`src/rtl/difftest_step_gen.sv`:
```
// Batches per-cycle commit pulses into difftest_step counts and turns the core's
// trap report into the 64-bit difftest_exit code, always emitting the final step first.
module difftest_step_gen #(
    parameter int NUM_PORTS     = 6,
    parameter int STEP_WIDTH    = 8,
    parameter int BATCH         = 32,
    parameter int FLUSH_TIMEOUT = 16,
    parameter int EXIT_DELAY    = 4
) (
    input  logic                  clock,
    input  logic                  reset,
    input  logic [NUM_PORTS-1:0]  commit_valid,
    input  logic                  trap_valid,
    input  logic [31:0]           trap_code,
    output logic [STEP_WIDTH-1:0] difftest_step,
    output logic [63:0]           difftest_exit,
    output logic [63:0]           instr_count,
    output logic                  commit_blocked
);

    generate
        if (BATCH < 1 || (BATCH - 1 + NUM_PORTS) > ((1 << STEP_WIDTH) - 1)) begin : g_bad_batch
            $error("difftest_step_gen: BATCH - 1 + NUM_PORTS must fit in STEP_WIDTH bits and BATCH >= 1");
        end
        if (FLUSH_TIMEOUT < 1 || FLUSH_TIMEOUT > 255) begin : g_bad_timeout
            $error("difftest_step_gen: FLUSH_TIMEOUT must be in 1..255");
        end
        if (EXIT_DELAY < 1 || EXIT_DELAY > 15) begin : g_bad_delay
            $error("difftest_step_gen: EXIT_DELAY must be in 1..15");
        end
    endgenerate

    localparam logic [STEP_WIDTH-1:0] BATCH_W    = STEP_WIDTH'(BATCH);
    localparam logic [7:0]            FLUSH_LAST = 8'(FLUSH_TIMEOUT - 1);
    localparam logic [3:0]            DELAY_W    = 4'(EXIT_DELAY);

    typedef enum logic [1:0] {
        ST_RUN   = 2'd0,
        ST_DRAIN = 2'd1,
        ST_EXIT  = 2'd2
    } state_t;

    state_t                  state_q,   state_d;
    logic [STEP_WIDTH-1:0]   acc_q,     acc_d;
    logic [7:0]              idle_q,    idle_d;
    logic [3:0]              delay_q,   delay_d;
    logic [31:0]             code_q,    code_d;
    logic [STEP_WIDTH-1:0]   step_q,    step_d;
    logic [63:0]             exit_q,    exit_d;
    logic [63:0]             count_q,   count_d;
    logic                    blocked_q, blocked_d;

    logic [STEP_WIDTH-1:0]   commit_ext [NUM_PORTS];
    logic [STEP_WIDTH-1:0]   inc;
    logic [STEP_WIDTH-1:0]   sum;

    genvar gi;
    generate
        for (gi = 0; gi < NUM_PORTS; gi++) begin : g_commit_ext
            assign commit_ext[gi] = STEP_WIDTH'(commit_valid[gi]);
        end
    endgenerate

    // Parameter constraint guarantees acc + inc never overflows STEP_WIDTH.
    always_comb begin
        inc = '0;
        for (int i = 0; i < NUM_PORTS; i++) begin
            inc = inc + commit_ext[i];
        end
        sum = acc_q + inc;
    end

    always_comb begin
        state_d   = state_q;
        acc_d     = acc_q;
        idle_d    = idle_q;
        delay_d   = delay_q;
        code_d    = code_q;
        step_d    = '0;
        exit_d    = exit_q;
        blocked_d = blocked_q;

        case (state_q)
            ST_RUN: begin
                if (trap_valid) begin
                    step_d    = sum;
                    acc_d     = '0;
                    idle_d    = '0;
                    code_d    = trap_code;
                    delay_d   = DELAY_W;
                    blocked_d = 1'b1;
                    state_d   = ST_DRAIN;
                end else if (sum >= BATCH_W) begin
                    step_d = sum;
                    acc_d  = '0;
                    idle_d = '0;
                end else if (acc_q != '0 && inc == '0 && idle_q == FLUSH_LAST) begin
                    step_d = acc_q;
                    acc_d  = '0;
                    idle_d = '0;
                end else begin
                    acc_d = sum;
                    if (inc != '0 || acc_q == '0) begin
                        idle_d = '0;
                    end else begin
                        idle_d = idle_q + 8'd1;
                    end
                end
            end
            ST_DRAIN: begin
                delay_d = delay_q - 4'd1;
                if (delay_q == 4'd1) begin
                    state_d = ST_EXIT;
                    // Abort codes carry a 1 in the upper word so they never alias 0 or all-ones.
                    exit_d  = (code_q == 32'd0) ? {64{1'b1}} : {32'h0000_0001, code_q};
                end
            end
            ST_EXIT: begin
                state_d = ST_EXIT;
            end
            default: begin
                state_d = ST_RUN;
            end
        endcase
    end

    assign count_d = count_q + 64'(step_d);

    always_ff @(posedge clock) begin
        if (!reset) begin
            state_q   <= ST_RUN;
            acc_q     <= '0;
            idle_q    <= '0;
            delay_q   <= '0;
            code_q    <= '0;
            step_q    <= '0;
            exit_q    <= '0;
            count_q   <= '0;
            blocked_q <= 1'b0;
        end else begin
            state_q   <= state_d;
            acc_q     <= acc_d;
            idle_q    <= idle_d;
            delay_q   <= delay_d;
            code_q    <= code_d;
            step_q    <= step_d;
            exit_q    <= exit_d;
            count_q   <= count_d;
            blocked_q <= blocked_d;
        end
    end

    assign difftest_step  = step_q;
    assign difftest_exit  = exit_q;
    assign instr_count    = count_q;
    assign commit_blocked = blocked_q;

endmodule
```
`config.mk`:
```
export PLATFORM = sky130hd
export DESIGN_NAME = difftest_step_gen
export DESIGN_NICKNAME = d
export VERILOG_FILES = /design/src/rtl/difftest_step_gen.sv
export SDC_FILE = /design/constraint.sdc
export NUM_CORES = 1
export LEC_CHECK = 0
export ABC_AREA = 1
export CAP_MARGIN = 20
export CORE_ASPECT_RATIO = 1.4
export CORE_MARGIN = 4
export CORE_UTILIZATION = 40
export DETAILED_ROUTE_END_ITERATION = 8
export SLEW_MARGIN = 20
export SYNTH_ARGS = -nofsm -noshare
export SYNTH_HDL_FRONTEND = slang
export SYNTH_SLANG_ARGS = --single-unit
```
`constraint.sdc`:
```
create_clock -name clock -period 8.25 [get_ports clock]
set_input_delay 1.65 -clock clock [delete_from_list [all_inputs] [get_ports clock]]
set_output_delay 1.65 -clock clock [all_outputs]
set_load 0.03 [all_outputs]
```
[Word-level counts from Yosys, hierarchy flattened]
Cells that the tools add are included.
Word-level totals
  register bits after elaboration: 191
  bits of input ports: 41
  output and inout bits: 137
  word-level logic and storage cells: 56
Cells by class
  $add $sub $neg: 9
  magnitude comparators: 1
  eq/ne operators: 6
  mux-type cells: 17
  reduce and logical (&&, ||, !) cells: 14
Operator list (count)
  2-to-1 mux 8 bit: 11
  adder 64 x 8 -> 64 bit: 1
  2-to-1 mux 64 bit: 1
  logical NOT 32 bit: 1
  logical NOT 8 bit: 2
  nonzero test 8 bit: 2
  adder 8 x 1 -> 8 bit, second input constant: 1
  adder 8 x 6 -> 8 bit: 1
  == test 8 x 4 -> 1 bit, second input constant: 1
  greater-or-equal comparator 8 x 6 -> 1 bit, second input constant: 1
  case mux 4 bit (2 select lines): 1
  AND reduction 2 bit: 4
  adder 5 x 1 -> 6 bit: 1
  case mux 2 bit (3 select lines): 1
  adder 4 x 1 -> 5 bit: 1
  adder 3 x 1 -> 4 bit: 1
  == test 4 x 1 -> 1 bit, second input constant: 1
  2-to-1 mux 2 bit: 2
  2-to-1 mux 4 bit: 1
  != test 2 bit, second input constant: 2
  subtractor 4 x 1 -> 4 bit, second input constant: 1
  adder 2 x 1 -> 3 bit: 1
  adder 1 x 1 -> 2 bit: 1
  == test 2 x 1 -> 1 bit, second input constant: 1
  other kinds (5): 6

[Longest topological paths before layout]
  depth after elaboration: 13
  gate-level depth with buffers: 35
  gate-level depth less buffers: 34

[Least setup slack after synthesis]
Ideal clock, no wire load.
  path type: input -> register
  from: in commit_valid[0]
  to: reg count_q[10], in the netlist instr_count[10]
  library setup time: 141 ps
  arrival: 6012 ps
  required time: 8109 ps
  setup slack: 2097 ps
  stages on the path: 32
  buffers on the path: 1
  cells stage by stage: fa_1 -> inv_1 -> fa_1 -> inv_1 -> ha_1 -> inv_1 -> fa_1 -> inv_1 -> fa_1 -> nand2_1 -> nand2_1 -> nand2_1 -> nand2_1 -> nand2_2 -> nand2_2 -> nor2_4 -> nand2_2 -> nand2_1 -> nand2_1 -> ha_1 -> fa_1 -> nand2_1 -> inv_2 -> nand2_1 -> nand2_1 -> nand2_1 -> nand2_2 -> nand2_1 -> nand2_1 -> buf_4 -> o21ai_0 -> a21oi_1
On the way
  longest elaborated chain between the ends: 13
  elaborated cells between the ends (all ways): 15
  classes of those cells: add/sub: 7; order compare: 1; mux: 4; reduce/logical: 3
Ends and longest elaborated chain
  start: declaration: line 12  | input logic [NUM_PORTS-1:0] commit_valid,
  adder 1 x 1 -> 2 bit (*): line 68  | inc = inc + commit_ext[i];
  adder 2 x 1 -> 3 bit (*): line 68
  adder 3 x 1 -> 4 bit (*): line 68
  adder 4 x 1 -> 5 bit (*): line 68
  adder 5 x 1 -> 6 bit (*): line 68
  branches (longest 5 deep; another with adder 8 x 6 -> 8 bit)
  2-to-1 mux 8 bit (*): line 85  | if (trap_valid) begin
  2-to-1 mux 8 bit (*): line 83  | case (state_q)
  named net step_d[0]: line 48  | logic [STEP_WIDTH-1:0] step_q, step_d;
  adder 64 x 8 -> 64 bit (*): line 127  | assign count_d = count_q + 64'(step_d);
  end signal: assignment: line 148  | count_q <= count_d;
  end: declaration: line 50  | logic [63:0] count_q, count_d;
Mark *: on every way through the listed nets, which the timed path passes.
A chain may end at the register's enable or synchronous reset.

[Worst setup path in the final report]
  from: in commit_valid[0]
  to: reg count_q[42], in the netlist instr_count[42]
Same word-level chain as after synthesis.

==> metrics.cfg <==
[outcome]
outcome=complete, no violations

[worst_setup_path]
arrival_ns=6.92
critPathLaunchType=primary input
critPathTopFamily=adder cells
cp_max_fo=11
slowest_delay_ns=0.53
path_depth=33
end_kind=flop
crit_slowest_cell=fa_1
critPathRequiredTime_ns=8.54
cp_common_cell=nand2_1
cp_num_buf_inv=6
r2r_slack_ns=4.34
worstSetupPathType=primary input to flop
reg2reg_depth=16

[cts]
clk-insertion-delay-late_ns=0.43
cts_setup_buffers=0
htree_levels=4
clock-sinks=161
postCtsHoldBufs=0
cts_root_buf=clkbuf_16
cts_tree=yes
cts_resized=0
cts_buffer_depth=2
clk_pin_slew_ns=0.07
numCtsBuffers=17

[finish]
drive_gt1_frac=0.06384
final_common_cell=nand2_1
n_fill_cell=2156
diodes=0
layout.nets=1491
final_cell_mix=nand2_1 (279), clkdlybuf4s50_1 (176), inv_1 (175), dfxtp_1 (161), nor2_1 (122)
area_growth_pct=27.44

[sta]
fin_crit_sh=0.8043
rsz0062_at_grt=no
slew_viol_final=0
clock.fmax_ghz=0.1507
setup_viol=0
fin_ws_ns=1.614
fin_crit_ns=6.636
whs_ns=0.4653
skew_ns=0.01429
hold_violations=0
max_slew.worst_pin.slew_ns=0.9599
relSlewSlack=0.3578
finalSetupTns_ns=0

[job]
max_cap_violations=0

[synth]
syn-cell-area_sq_um=8750
yosysSeqAreaShare=0.3684
synth_top_area_cell=dfxtp_1
synth_warnings=0
synthArstFlopShare=0
synth_area_per_cell_sq_um=6.746
synth_edf_count=0
syn-num-nets=1360
synth_top_flop_cell=dfxtp_1
synth.area.top_cells=dfxtp_1 (37%), nand2_1 (12%), inv_1 (7.6%), nand3_1 (6.3%), a21oi_1 (5.8%)
post-synth-top-area-fraction=0.3684
synthCells=1297
ys_ff_latch=161
yosysUniqueCellTypes=39

[route]
postRouteAntennaNets=0
route.detailed.drc=0
vias_per_cell=5.034
vias=8724
wl_per_cell_um=15.64
drt_first_pass_iters=5
routed_wl_mm=27.11
drt_iter0_markers=658

[placement]
pre_cts_slack_ns=1.178
numPortBuffers=177
dpl.hpwl_mm=20.55
place.gp.congestion=0.9398

[floorplanning]
coreArea_sq_um=21360
die_w_um=133.0
die_y_um=183.0
num_rows=63
initial_core_util=0.4096
die_area_sq_um=24340
pin_count=178

[power_and_ir_drop]
seq_power_share=0.405
p_sw_mw=0.7534
p_leak_nw=4.341
switching_share=0.3356
power_density_nw_per_um2=201.3
p_int_mw=1.492
combPwrFrac=0.232
vdd.ir_drop.worst_mv=0.1413
power.share.clock=0.363
total_power_mw=2.245

[grt]
grt_start_max_net_pins=69
first_global_vias=8557
antenna_found_initial=0
grt_pass1_wl_mm=43.66
grt_usage=0.2228
grt_remaining_overflow=0

[min_path]
hp-class=flop to flop
whs_path_depth=2

-- cells in the mapped netlist, types with 2 or more instances --
cell type  number
a21oi_1       102
or2_0           5
inv_1         176
o21a_1         35
nand2_1       280
dfxtp_1       161
nor3_1         14
buf_2           8
or2_2           5
xor2_1          4
o21ai_0        53
xnor2_1         2
o21ai_1         9
clkinv_1        2
ha_1           17
fa_1            5
nand3b_1       17
nand3_2         3
nand3_1       110
a21oi_2         2
clkbuf_1       28
or2_1           2
nand2_2         9
nor2_1        123
buf_4          32
nor3_2          3
inv_2          17
nor4_1          4
o22ai_1         7
nand4_1        43
o21ai_2         2
nor2_2          6
nor2_4          5
-- worst register-to-register path, stage by stage, from the launching register on --
cell	delay, ns
dfxtp_1	0.36
inv_1	0.05
ha_1	0.36
nand2_2	0.77
inv_1	0.45
nand2_1	0.20
nand2_1	0.10
ha_1	0.36
a21oi_1	0.09
nand2_1	0.14
nand2_1	0.08
nand2_2	0.11
nand2_1	0.06
nand2_1	0.26
nand2_1	0.13
or2_0	0.22
a21oi_1	0.12
-- area by class of cell --
| class | count | area, sq um | share of cell area |
|---|---|---|---|
| Clock buffer | 17 | 425.4 | 0.03815 |
| Clock inverter | 15 | 192.7 | 0.01728 |
| Inverter | 195 | 732.0 | 0.06564 |
| Multi-Input combinational cell | 872 | 4415 | 0.3960 |
| Sequential cell | 161 | 3223 | 0.2890 |
| Tap cell | 292 | 365.4 | 0.03276 |
| Timing Repair Buffer | 181 | 1797 | 0.1611 |
-- power by group through the flow --
stage	clock, mW	combinational, mW	sequential, mW
after detailed placement	0	0.523	0.927
after global placement	0	0.519	0.927
after global routing	0.866	0.580	0.921
after floorplan	0	0.323	0.963
final	0.815	0.522	0.909
after CTS	0.831	0.526	0.909
-- per-layer routing --
layer / vias up / share of wire / track usage
met3: 62 / 0.046 / 0.04308
met1: 3980 / 0.40 / 0.2527
met2: 254 / 0.50 / 0.3954
li1: 4428 / - / -
met4: 0 / 0.050 / 0.1161
met5: - / 0 / 0
-- cell families (layout without fill, tap and decap cells) --
| kind of cell | count (synthesis) | count (layout) | share of synthesized area |
|---|---|---|---|
| flops | 161 | 161 | 0.3684 |
| xor+xnor | 6 | 6 | 0.006006 |
| simple gates | 630 | 630 | 0.3255 |
| fa+ha+maj | 22 | 22 | 0.03575 |
| buf+inv | 264 | 408 | 0.1281 |
| compound gates | 214 | 214 | 0.1363 |
-- registers in the layout, summed over array words and instances, names as in the netlist --
name / flops
state_q: 2
difftest_step: 8
code_q: 32
delay_q: 4
idle_q: 8
difftest_exit: 34
acc_q: 8
instr_count: 64
commit_blocked: 1
-- final timing paths --
check | startpoint | end
max | commit_valid[0] | instr_count[42]
min | delay_q[1] | delay_q[1]
max reg2reg | state_q[0] | instr_count[42]
min reg2reg | delay_q[1] | delay_q[1]
-- per-stage QoR --
step,area [sq um],instances,util
2_1_floorplan,8750,1297,-
3_3_place_gp,10530,1701,0.4931
3_5_place_dp,10530,1701,0.4931
4_1_cts,11150,1733,0.5220
5_1_grt,11150,1733,0.5220
6_report,11150,1733,0.5220
Note: power is estimated with default switching activity, not from simulation.
